[src/rtl/eth_pkg.sv]
// eth_pkg: shared state encoding and Ethernet framing constants for the TX scheduler
package eth_pkg;
    typedef enum logic [2:0] {IDLE, START, PAYLOAD, PAD, DRAIN, WAIT_DONE, IFG} state_t;
    localparam int MIN_PAYLOAD_BYTES = 46;
    localparam int MAX_PAYLOAD_BYTES = 1500;
    localparam int IFG_BITS = 96;
endpackage

[src/rtl/rr_arbiter.sv]
// rr_arbiter: combinational round-robin pick of the lowest requester at or after ptr
//   req  in  NREQ  request vector
//   ptr  in  3     first index with priority
//   gnt  out NREQ  one-hot grant (all zero when nothing requests)
//   idx  out 3     index of the granted requester
module rr_arbiter #(
    parameter int NREQ = 3
) (
    input  logic [NREQ-1:0] req,
    input  logic [2:0]      ptr,
    output logic [NREQ-1:0] gnt,
    output logic [2:0]      idx
);
    logic [NREQ-1:0] mask;
    logic [NREQ-1:0] hi;
    logic [NREQ-1:0] pick;

    assign hi   = req & mask;
    // Requests at or above ptr win; otherwise wrap to the lowest requester.
    assign pick = (|hi) ? hi : req;

    always_comb begin
        mask = '0;
        for (int i = 0; i < NREQ; i++) mask[i] = 3'(i) >= ptr;
    end

    always_comb begin
        gnt = '0;
        idx = '0;
        for (int i = NREQ - 1; i >= 0; i--) begin
            if (pick[i]) begin
                gnt    = '0;
                gnt[i] = 1'b1;
                idx    = 3'(i);
            end
        end
    end
endmodule

[src/rtl/eth_tx_scheduler.sv]
// eth_tx_scheduler: round-robin sharing of the Ethernet TX datapath among NREQ frame sources
//   clk, rst(async active-low)
//   req_valid/req_data/req_last/req_dest_mac/req_etype in, req_ready out : per-requester payload streams
//   grant_id, tx_start, tx_dest_mac, tx_etype out                         : frame start and header fields
//   tx_valid/tx_data/tx_last out, tx_ready in                             : payload beats to the datapath
//   tx_busy in                                                            : datapath still on the wire
//   trunc_err, frames_sent out                                            : status
module eth_tx_scheduler
    import eth_pkg::*;
#(
    parameter int N    = 2,
    parameter int NREQ = 3
) (
    input  logic                 clk,
    input  logic                 rst,
    input  logic [NREQ-1:0]      req_valid,
    input  logic [NREQ*N-1:0]    req_data,
    input  logic [NREQ-1:0]      req_last,
    input  logic [NREQ*48-1:0]   req_dest_mac,
    input  logic [NREQ*16-1:0]   req_etype,
    output logic [NREQ-1:0]      req_ready,
    output logic [2:0]           grant_id,
    output logic                 tx_start,
    output logic [47:0]          tx_dest_mac,
    output logic [15:0]          tx_etype,
    input  logic                 tx_ready,
    output logic                 tx_valid,
    output logic [N-1:0]         tx_data,
    output logic                 tx_last,
    input  logic                 tx_busy,
    output logic                 trunc_err,
    output logic [15:0]          frames_sent
);
    localparam logic [13:0] MIN_BEATS  = 14'(MIN_PAYLOAD_BYTES * 8 / N);
    localparam logic [13:0] MAX_BEATS  = 14'(MAX_PAYLOAD_BYTES * 8 / N);
    localparam logic [13:0] MIN_LAST   = MIN_BEATS - 14'd1;
    localparam logic [6:0]  IFG_CYCLES = 7'(IFG_BITS / N);
    localparam logic [6:0]  IFG_LAST   = IFG_CYCLES - 7'd1;

    state_t          state, state_nxt;
    logic [2:0]      ptr;
    logic [2:0]      arb_idx;
    logic [NREQ-1:0] arb_oh, g_oh;
    logic [13:0]     beat_cnt, beat_nxt;
    logic [6:0]      ifg_cnt;
    logic            seen_busy;
    logic            g_valid, g_last, xfer, at_min, at_max;
    logic [N-1:0]    g_data;
    logic [47:0]     sel_mac;
    logic [15:0]     sel_etype;

    rr_arbiter #(.NREQ(NREQ)) u_arb (
        .req (req_valid),
        .ptr (ptr),
        .gnt (arb_oh),
        .idx (arb_idx)
    );

    assign beat_nxt = beat_cnt + 14'd1;
    assign xfer     = tx_valid && tx_ready;
    assign at_min   = beat_nxt >= MIN_BEATS;
    assign at_max   = beat_nxt == MAX_BEATS;

    // g_* follow the latched grant; sel_* follow the arbiter for latching at grant time.
    always_comb begin
        g_valid   = 1'b0;
        g_last    = 1'b0;
        g_data    = '0;
        sel_mac   = '0;
        sel_etype = '0;
        for (int i = 0; i < NREQ; i++) begin
            if (g_oh[i]) begin
                g_valid = req_valid[i];
                g_last  = req_last[i];
                g_data  = req_data[i*N +: N];
            end
            if (arb_oh[i]) begin
                sel_mac   = req_dest_mac[i*48 +: 48];
                sel_etype = req_etype[i*16 +: 16];
            end
        end
    end

    always_ff @(posedge clk or negedge rst) begin
        if (!rst) state <= IDLE;
        else      state <= state_nxt;
    end

    always_comb begin
        state_nxt = state;
        case (state)
            IDLE:      state_nxt = (|req_valid && !tx_busy) ? START : IDLE;
            START:     state_nxt = PAYLOAD;
            PAYLOAD:   if (xfer) state_nxt = g_last ? (at_min ? WAIT_DONE : PAD) : (at_max ? DRAIN : PAYLOAD);
            PAD:       if (xfer && beat_cnt == MIN_LAST) state_nxt = WAIT_DONE;
            DRAIN:     if (g_valid && g_last) state_nxt = WAIT_DONE;
            WAIT_DONE: if (seen_busy && !tx_busy) state_nxt = IFG;
            IFG:       if (ifg_cnt == IFG_LAST) state_nxt = IDLE;
            default:   state_nxt = IDLE;
        endcase
    end

    always_comb begin
        tx_start  = state == START;
        tx_valid  = 1'b0;
        tx_data   = '0;
        tx_last   = 1'b0;
        trunc_err = 1'b0;
        req_ready = '0;
        case (state)
            PAYLOAD: begin
                tx_valid  = g_valid;
                tx_data   = g_data;
                tx_last   = g_valid && (g_last ? at_min : at_max);
                trunc_err = g_valid && tx_ready && !g_last && at_max;
                req_ready = g_oh & {NREQ{tx_ready}};
            end
            PAD: begin
                tx_valid = 1'b1;
                tx_last  = beat_cnt == MIN_LAST;
            end
            DRAIN:   req_ready = g_oh;
            default: ;
        endcase
    end

    // seen_busy is tracked for the whole frame: a truncated frame may finish
    // on the wire while its source is still being drained.
    always_ff @(posedge clk or negedge rst) begin
        if (!rst) begin
            ptr         <= '0;
            grant_id    <= '0;
            g_oh        <= '0;
            tx_dest_mac <= '0;
            tx_etype    <= '0;
            beat_cnt    <= '0;
            ifg_cnt     <= '0;
            seen_busy   <= 1'b0;
            frames_sent <= '0;
        end else begin
            if (state == IDLE && state_nxt == START) begin
                grant_id    <= arb_idx;
                g_oh        <= arb_oh;
                tx_dest_mac <= sel_mac;
                tx_etype    <= sel_etype;
            end
            if (state == START) begin
                beat_cnt  <= '0;
                seen_busy <= 1'b0;
                ptr       <= (grant_id == 3'(NREQ - 1)) ? 3'd0 : grant_id + 3'd1;
            end else if (tx_busy) begin
                seen_busy <= 1'b1;
            end
            if ((state == PAYLOAD || state == PAD) && xfer) beat_cnt <= beat_nxt;
            if (state == WAIT_DONE && state_nxt == IFG) begin
                frames_sent <= frames_sent + 16'd1;
                ifg_cnt     <= '0;
            end
            if (state == IFG) ifg_cnt <= ifg_cnt + 7'd1;
        end
    end
endmodule
[config.mk]
export PLATFORM = sky130hd
export DESIGN_NAME = eth_tx_scheduler
export DESIGN_NICKNAME = d
export VERILOG_FILES = /design/src/rtl/eth_pkg.sv /design/src/rtl/rr_arbiter.sv /design/src/rtl/eth_tx_scheduler.sv
export SDC_FILE = /design/constraint.sdc
export NUM_CORES = 1
export LEC_CHECK = 0
export ABC_AREA = 1
export CORE_AREA = 2 2 140 114
export DETAILED_ROUTE_END_ITERATION = 8
export DIE_AREA = 0 0 142 116
export PLACE_DENSITY = 0.79
export SYNTH_ARGS = -nofsm -noshare
export SYNTH_HDL_FRONTEND = slang
export SYNTH_SLANG_ARGS = --single-unit
[constraint.sdc]
create_clock -name clk -period 2.45 [get_ports clk]
set_input_delay 0.3675 -clock clk [delete_from_list [all_inputs] [get_ports clk]]
set_output_delay 0.3675 -clock clk [all_outputs]
set_load 0.02 [all_outputs]
==> metrics.yaml, run 1 <==
status: "finished, violations left"
violations: "negative setup slack"
finalPower_mw: 10.91
cts_hold_buf: 0
numPortBuffers: 298
hpwl_mm: 16.81
worstPathCellList: "ha_4 -> nand3_4 -> o21ai_1 -> nand2_2 -> nor2_1 -> nand2_1 -> nor2_1 -> nand3_1 -> nand2_1 -> nand2_1 -> o21bai_1 -> buf_4"
synth_top_family_by_area: "simple AND/OR/NAND/NOR gates"
synth.avg_cell_area_um2: 7.716
synth.area.mux_share: 0
ant_nets: 0
insertion_delay_ns: 0.35
crit_path_top_delay_cell: "dfrtp_2"
cts_tree: "yes"
avgRoutedWirePerCell_um: 17.04
synth_compound_area_frac: 0.1322
reg2reg_depth: 8
slowest_delay_ns: 0.43
antennaDiodeCount: 0
grt_setup_unrepaired: "true"
synth_top_cell_area_share: 0.4455
path_common_cell: "nand2_1"
ios: 300
synth_edf_count: 0
cts_max_level: 3
reg2reg_to: "tx_dest_mac[15]$_DFFE_PN0P_"
synth_adder_area_share: 0.008027
drive_gt1_frac: 0.09858
cp-end-kind: "primary output"
worst-r2r-setup-slack_ns: 0.49
r2r_start: "ptr[1]$_DFFE_PN0P_"
dr.pass1.iters: 5
syn_inst: 808
cp.arrival_ns: 2.11
yosysSeqAreaShare: 0.4455
syn-num-nets: 1020
design.die.area_mm2: 0.01647
ys_types: 36
cp.required_ns: 2.08
gr-usage-all-layers: 0.2638
fin_skew_ns: 0.009328
ys_async_sr_fraction: 1.000
slew_headroom: 0.5955
vias: 7009
drc: 0
p_leak_nw: 4.116
drv_cap: 0
path_max_fanout: 4
totalWireLength_mm: 22.41
setup_slack_ns: -0.02872
synth_top_cell_by_area: "dfrtp_1"
ys_ff_latch: 111
ys.flop_type: "dfrtp_1"
max_freq_mhz: 403.4
dieWidth_um: 142
area_growth_syn_to_layout_pct: 61.67
ctsRootBufferMaster: "clkbuf_16"
drtIter0Drc: 557
gp_congestion: 0.8945
ir_drop_v: 0.0005529
setup-violations-final: 1
mappedNetlistArea_mm2: 0.006235
path_class: "reg2out"
clk_pin_slew_ns: 0.08
timing.hold.ws_ns: 0.01778
post-route-period-util: 1.012
worst_slew_pin_slew_ns: 0.6067
power.density_mw_per_mm2: 1083
drv_slew: 0
cts.path.max_buffers: 2
rows: 40
overflow: 0
synth-simple-area-share: 0.3173
core-area_mm2: 0.01496
die_h_um: 116
hp-class: "in2async"
fin_nets: 1333
cts.sinks: 111
crit_path_start_kind: "register"
initial_core_util: 0.4166
min_period_ns: 2.479
synthTopCellsByArea: "dfrtp_1, nand2_1, a41oi_1"
antenna_found_initial: 0
cts_inserted_buffers: 9
grt_max_degree: 111
vias_per_cell: 5.330
grt_pass1_wl_mm: 34.05
hold_violations: 0
synth_warnings: 0
yosys.area_share.xor_xnor: 0.02669
grt_pass1_vias: 6608
[routing by layer]
metal	wire, um	global-route usage	up-vias	share of wire
met5	0	0	-	0
li1	-	-	3372	-
met1	9469	0.3403	3305	0.42
met2	10780	0.4441	303	0.48
met3	1745	0.06942	29	0.078
met4	415	0.07067	0	0.019
[cell usage after synthesis, types with 4 or more instances]
master / number
nor3_1: 8
clkbuf_1: 17
dfrtp_1: 111
buf_2: 23
xor2_1: 11
nand3_1: 98
buf_4: 4
ha_1: 4
a41oi_1: 64
inv_1: 45
nand4_1: 11
o21ai_0: 12
xnor2_1: 8
o22ai_1: 11
inv_2: 9
nor2_2: 5
o21ai_1: 5
nor2_1: 100
nand2_1: 233
a21oi_1: 5
[state kept, by name, summed over array words and instances (netlist names)]
register	flops
beat_cnt	14
frames_sent	16
g_oh	3
ifg_cnt	7
ptr	3
seen_busy	1
state	3
tx_dest_mac	48
tx_etype	16
[cell usage in the layout (no fill, tap or decap), types with 10 or more instances in the layout]
master           instances
buf_4                   48
nor2_1                  96
nand3_1                 96
o21ai_0                 10
inv_2                   12
a41oi_1                 64
dfrtp_1                109
clkdlybuf4s50_1        289
o22ai_1                 11
inv_1                   41
nand4_1                 11
xor2_1                  11
nand2_1                229
[worst max-delay path: cells and delay by family (launching register included)]
kind	cells	cell delay, ns
fa+ha+maj	1	0.18
compound gates	2	0.30
flops	1	0.43
simple gates	8	0.70
buf+inv	1	0.16
[power by group]
group	leakage [nW]	switching, mW	internal, mW	total (mW)
clock	0.140	0.749	0.722	1.47
combinational	2.64	3.51	2.79	6.30
sequential	1.34	0.542	2.60	3.14
total	4.12	4.80	6.11	10.9
[through the flow]
step                      instance area [um2]  setup TNS [ns]  cells  worst slack [ns]  utilization
after floorplan                          6235               0    808            0.2786            -
after global placement                   9657         -0.3379   1292           -0.2008       0.6453
after detailed placement                 9657         -0.4514   1292           -0.2286       0.6453
after CTS                               10000        -0.05295   1311          -0.03943       0.6682
after global routing                    10080         -0.3269   1315           -0.1829       0.6736
final                                   10080        -0.02872   1315          -0.02872       0.6736
[cells by family (layout without fill, tap and decap cells)]
logic type / Yosys count / count (layout)
other: 1 / 1
XOR/XNOR: 19 / 19
flip-flops: 111 / 111
AO/OA/AOI/OAI: 107 / 107
buffers and inverters: 102 / 420
AND/OR/NAND/NOR: 464 / 464
adder cells (fa/ha/maj): 4 / 4
[cell type report]
type | count | area [um2]
clock buffers | 9 | 225.2
clock inverters | 7 | 76.32
fillers | 1237 | 4885
inverters | 54 | 205.2
multi-input cells | 595 | 3103
flip-flops and latches | 111 | 2780
well taps | 189 | 236.5
repair buffers | 350 | 3453
[how the worst max path moves through the flow]
stage                                       start   endpoint  slack [ns]  cells after the start
after global placement    beat_cnt[0]$_DFFE_PN0P_    tx_last       -0.20                     13
after detailed placement  beat_cnt[0]$_DFFE_PN0P_  trunc_err       -0.23                     10
after global routing      beat_cnt[2]$_DFFE_PN0P_    tx_last       -0.18                     12
after floorplan           beat_cnt[0]$_DFFE_PN0P_  trunc_err        0.28                      9
after CTS                 beat_cnt[0]$_DFFE_PN0P_  trunc_err       -0.04                     10
final                     beat_cnt[1]$_DFFE_PN0P_    tx_last       -0.03                     12
[what timing repair did]
item,in CTS,in global routing
hold endpoints to repair,0,0
cloned,0,0
gates resized for setup,25,16
endpoints found under the setup margin,8,4
setup buffers,3,4
pin swaps,3,11
No activity file was read; power rests on OpenSTA's default activity.
==> run 2, diff against run 1 <==
Settings changed: REMOVE_ABC_BUFFERS from default to 1.
==> run 2 against run 1 <==
The flow finishes with violations (negative hold slack). Setup slack better by 0.029 ns. Count of clock-buffer cells in the layout up 2. Sequential share of layout area up 0.094 points. Via count down 0.68%. Non-clock buffer count unchanged. Hold slack worse by 0.022 ns. Critical path type unchanged.
==> metrics.yaml, run 2 (same netlist as run 1, synthesis figures left out) <==
max_freq_mhz: 408.2
totalWireLength_mm: 22.19
dr.pass1.iters: 5
antenna_found_initial: 1
vias: 6961
die_h_um: 116
design.die.area_mm2: 0.01647
tns_ns: 0
drv_slew: 0
rows: 40
ios: 300
insertion_delay_ns: 0.35
fin_skew_ns: 0.008144
cts_inserted_buffers: 9
setup-violations-final: 0
cts_hold_buf: 0
drive_gt1_frac: 0.09769
hold_violations: 2
final_cell_mix: "clkdlybuf4s50_1, nand2_1, dfrtp_1"
avgRoutedWirePerCell_um: 16.87
slew_headroom: 0.6260
path_max_fanout: 3
timing.hold.ws_ns: -0.003905
cts_max_level: 3
antennaDiodeCount: 0
hpwl_mm: 16.54
drc: 0
overflow: 0
cp-end-kind: "primary output"
gp_congestion: 0.8746
final_common_cell: "clkdlybuf4s50_1"
min_period_ns: 2.450
vias_per_cell: 5.294
crit_path_start_kind: "register"
hp-class: "in2async"
worst-r2r-setup-slack_ns: 0.48
ir_drop_v: 0.0006086
dieWidth_um: 142
grt_pass1_vias: 6852
core-area_mm2: 0.01496
reg2reg_depth: 10
violations: "negative hold slack"
numPortBuffers: 298
ctsRootBufferMaster: "clkbuf_16"
ant_nets: 0
power.density_mw_per_mm2: 1080
largest_reg_flops: 48
initial_core_util: 0.4166
p_leak_nw: 4.094
path_class: "reg2out"
cp.required_ns: 2.08
status: "finished, violations left"
drtIter0Drc: 431
cts.path.max_buffers: 2
cp.arrival_ns: 2.08
post-route-period-util: 1.000
clk_pin_slew_ns: 0.08
cts_tree: "yes"
fin_nets: 1333
grt_setup_unrepaired: "true"
grt_max_degree: 89
grt_pass1_wl_mm: 34.20
largest-register: "tx_dest_mac"
area_growth_syn_to_layout_pct: 61.05
drv_cap: 0
gr-usage-all-layers: 0.2652
n_fill_cell: 1261
cts.sinks: 111
worst_slew_pin_slew_ns: 0.5611
reg_top3: "tx_dest_mac x48, frames_sent x16, tx_etype x16"
==> run 2: changes by cell type in the layout (fill, tap and decap cells not counted), moves of 2 or more <==
| cell | delta |
|---|---|
| buf_12 | -2 |
| nand2_1 | -2 |
| clkbuf_8 | +2 |
| clkinv_8 | -2 |
| nor2_2 | +3 |
| nor2_1 | -2 |
| nand2_2 | +2 |
| dlygate4sd2_1 | +2 |
| inv_1 | +2 |
| dlymetal6s2s_1 | -2 |
==> run 2: critical path, cell delays in order (launching register included) <==
cell	delay [ns]
dfrtp_1	0.39
ha_2	0.22
inv_1	0.05
nand2_1	0.06
a21oi_1	0.14
nand2_1	0.10
nor2_1	0.11
nand2_1	0.05
nor2_1	0.08
nand3_1	0.08
nand2_1	0.08
nand2_1	0.05
o21bai_1	0.14
buf_4	0.17
==> run 2: path summary, 6_finish.rpt <==
path	from	endpoint
min in group clk	frames_sent[15]$_DFFE_PN0P_	frames_sent[15]$_DFFE_PN0P_
max reg2reg	state[0]$_DFF_PN0_	frames_sent[7]$_DFFE_PN0P_
min	rst	beat_cnt[11]$_DFFE_PN0P_
max	beat_cnt[0]$_DFFE_PN0P_	tx_last
max in group asynchronous	rst	tx_dest_mac[43]$_DFFE_PN0P_
min reg2reg	frames_sent[15]$_DFFE_PN0P_	frames_sent[15]$_DFFE_PN0P_
==> run 2: routing by layer <==
layer  routed length, um  part of all wire  track usage  vias to the layer above
li1                    -                 -            -                     3376
met1                8851              0.40       0.3143                     3292
met2               11220              0.51       0.4763                      263
met3                1688             0.076      0.07190                       28
met4                 418             0.019      0.07600                        2
met5                  13           0.00059            0                        -
==> run 2: power breakdown <==
part	switching (mW)	internal, mW	total, mW
Combinational	3.45	2.70	6.15
Clock	0.710	0.858	1.57
Sequential	0.521	2.60	3.12
Total	4.68	6.16	10.8
==> run 2: timing repair <==
action,CTS,global route
resized for setup,29,7
setup endpoints to repair,8,2
hold endpoints to repair,0,0
setup buffers,2,0
pin swaps,2,1
==> run 2: cell type report <==
type	count	area (um2)	area share
clock inverters	5	62.56	0.006231
flip-flops and latches	111	2779	0.2768
inverters	54	202.7	0.02019
multi-input cells	595	3089	0.3077
well taps	189	236.5	0.02355
repair buffers	350	3418	0.3404
clock buffers	11	252.7	0.02517
==> run 2: per-stage QoR <==
step | cell area, um2 | cells | utilization | setup WS [ns] | total power [mW]
after global placement | 9669 | 1297 | 0.6462 | -0.1277 | 9.219
after CTS | 10020 | 1315 | 0.6694 | 0.0008535 | 10.90
after global routing | 10040 | 1315 | 0.6710 | -0.1810 | 11.58
after detailed placement | 9669 | 1297 | 0.6462 | -0.1522 | 9.307
final | 10040 | 1315 | 0.6710 | 0.0001059 | 10.84
after floorplan | 6003 | 760 | - | -1.518 | 6.327
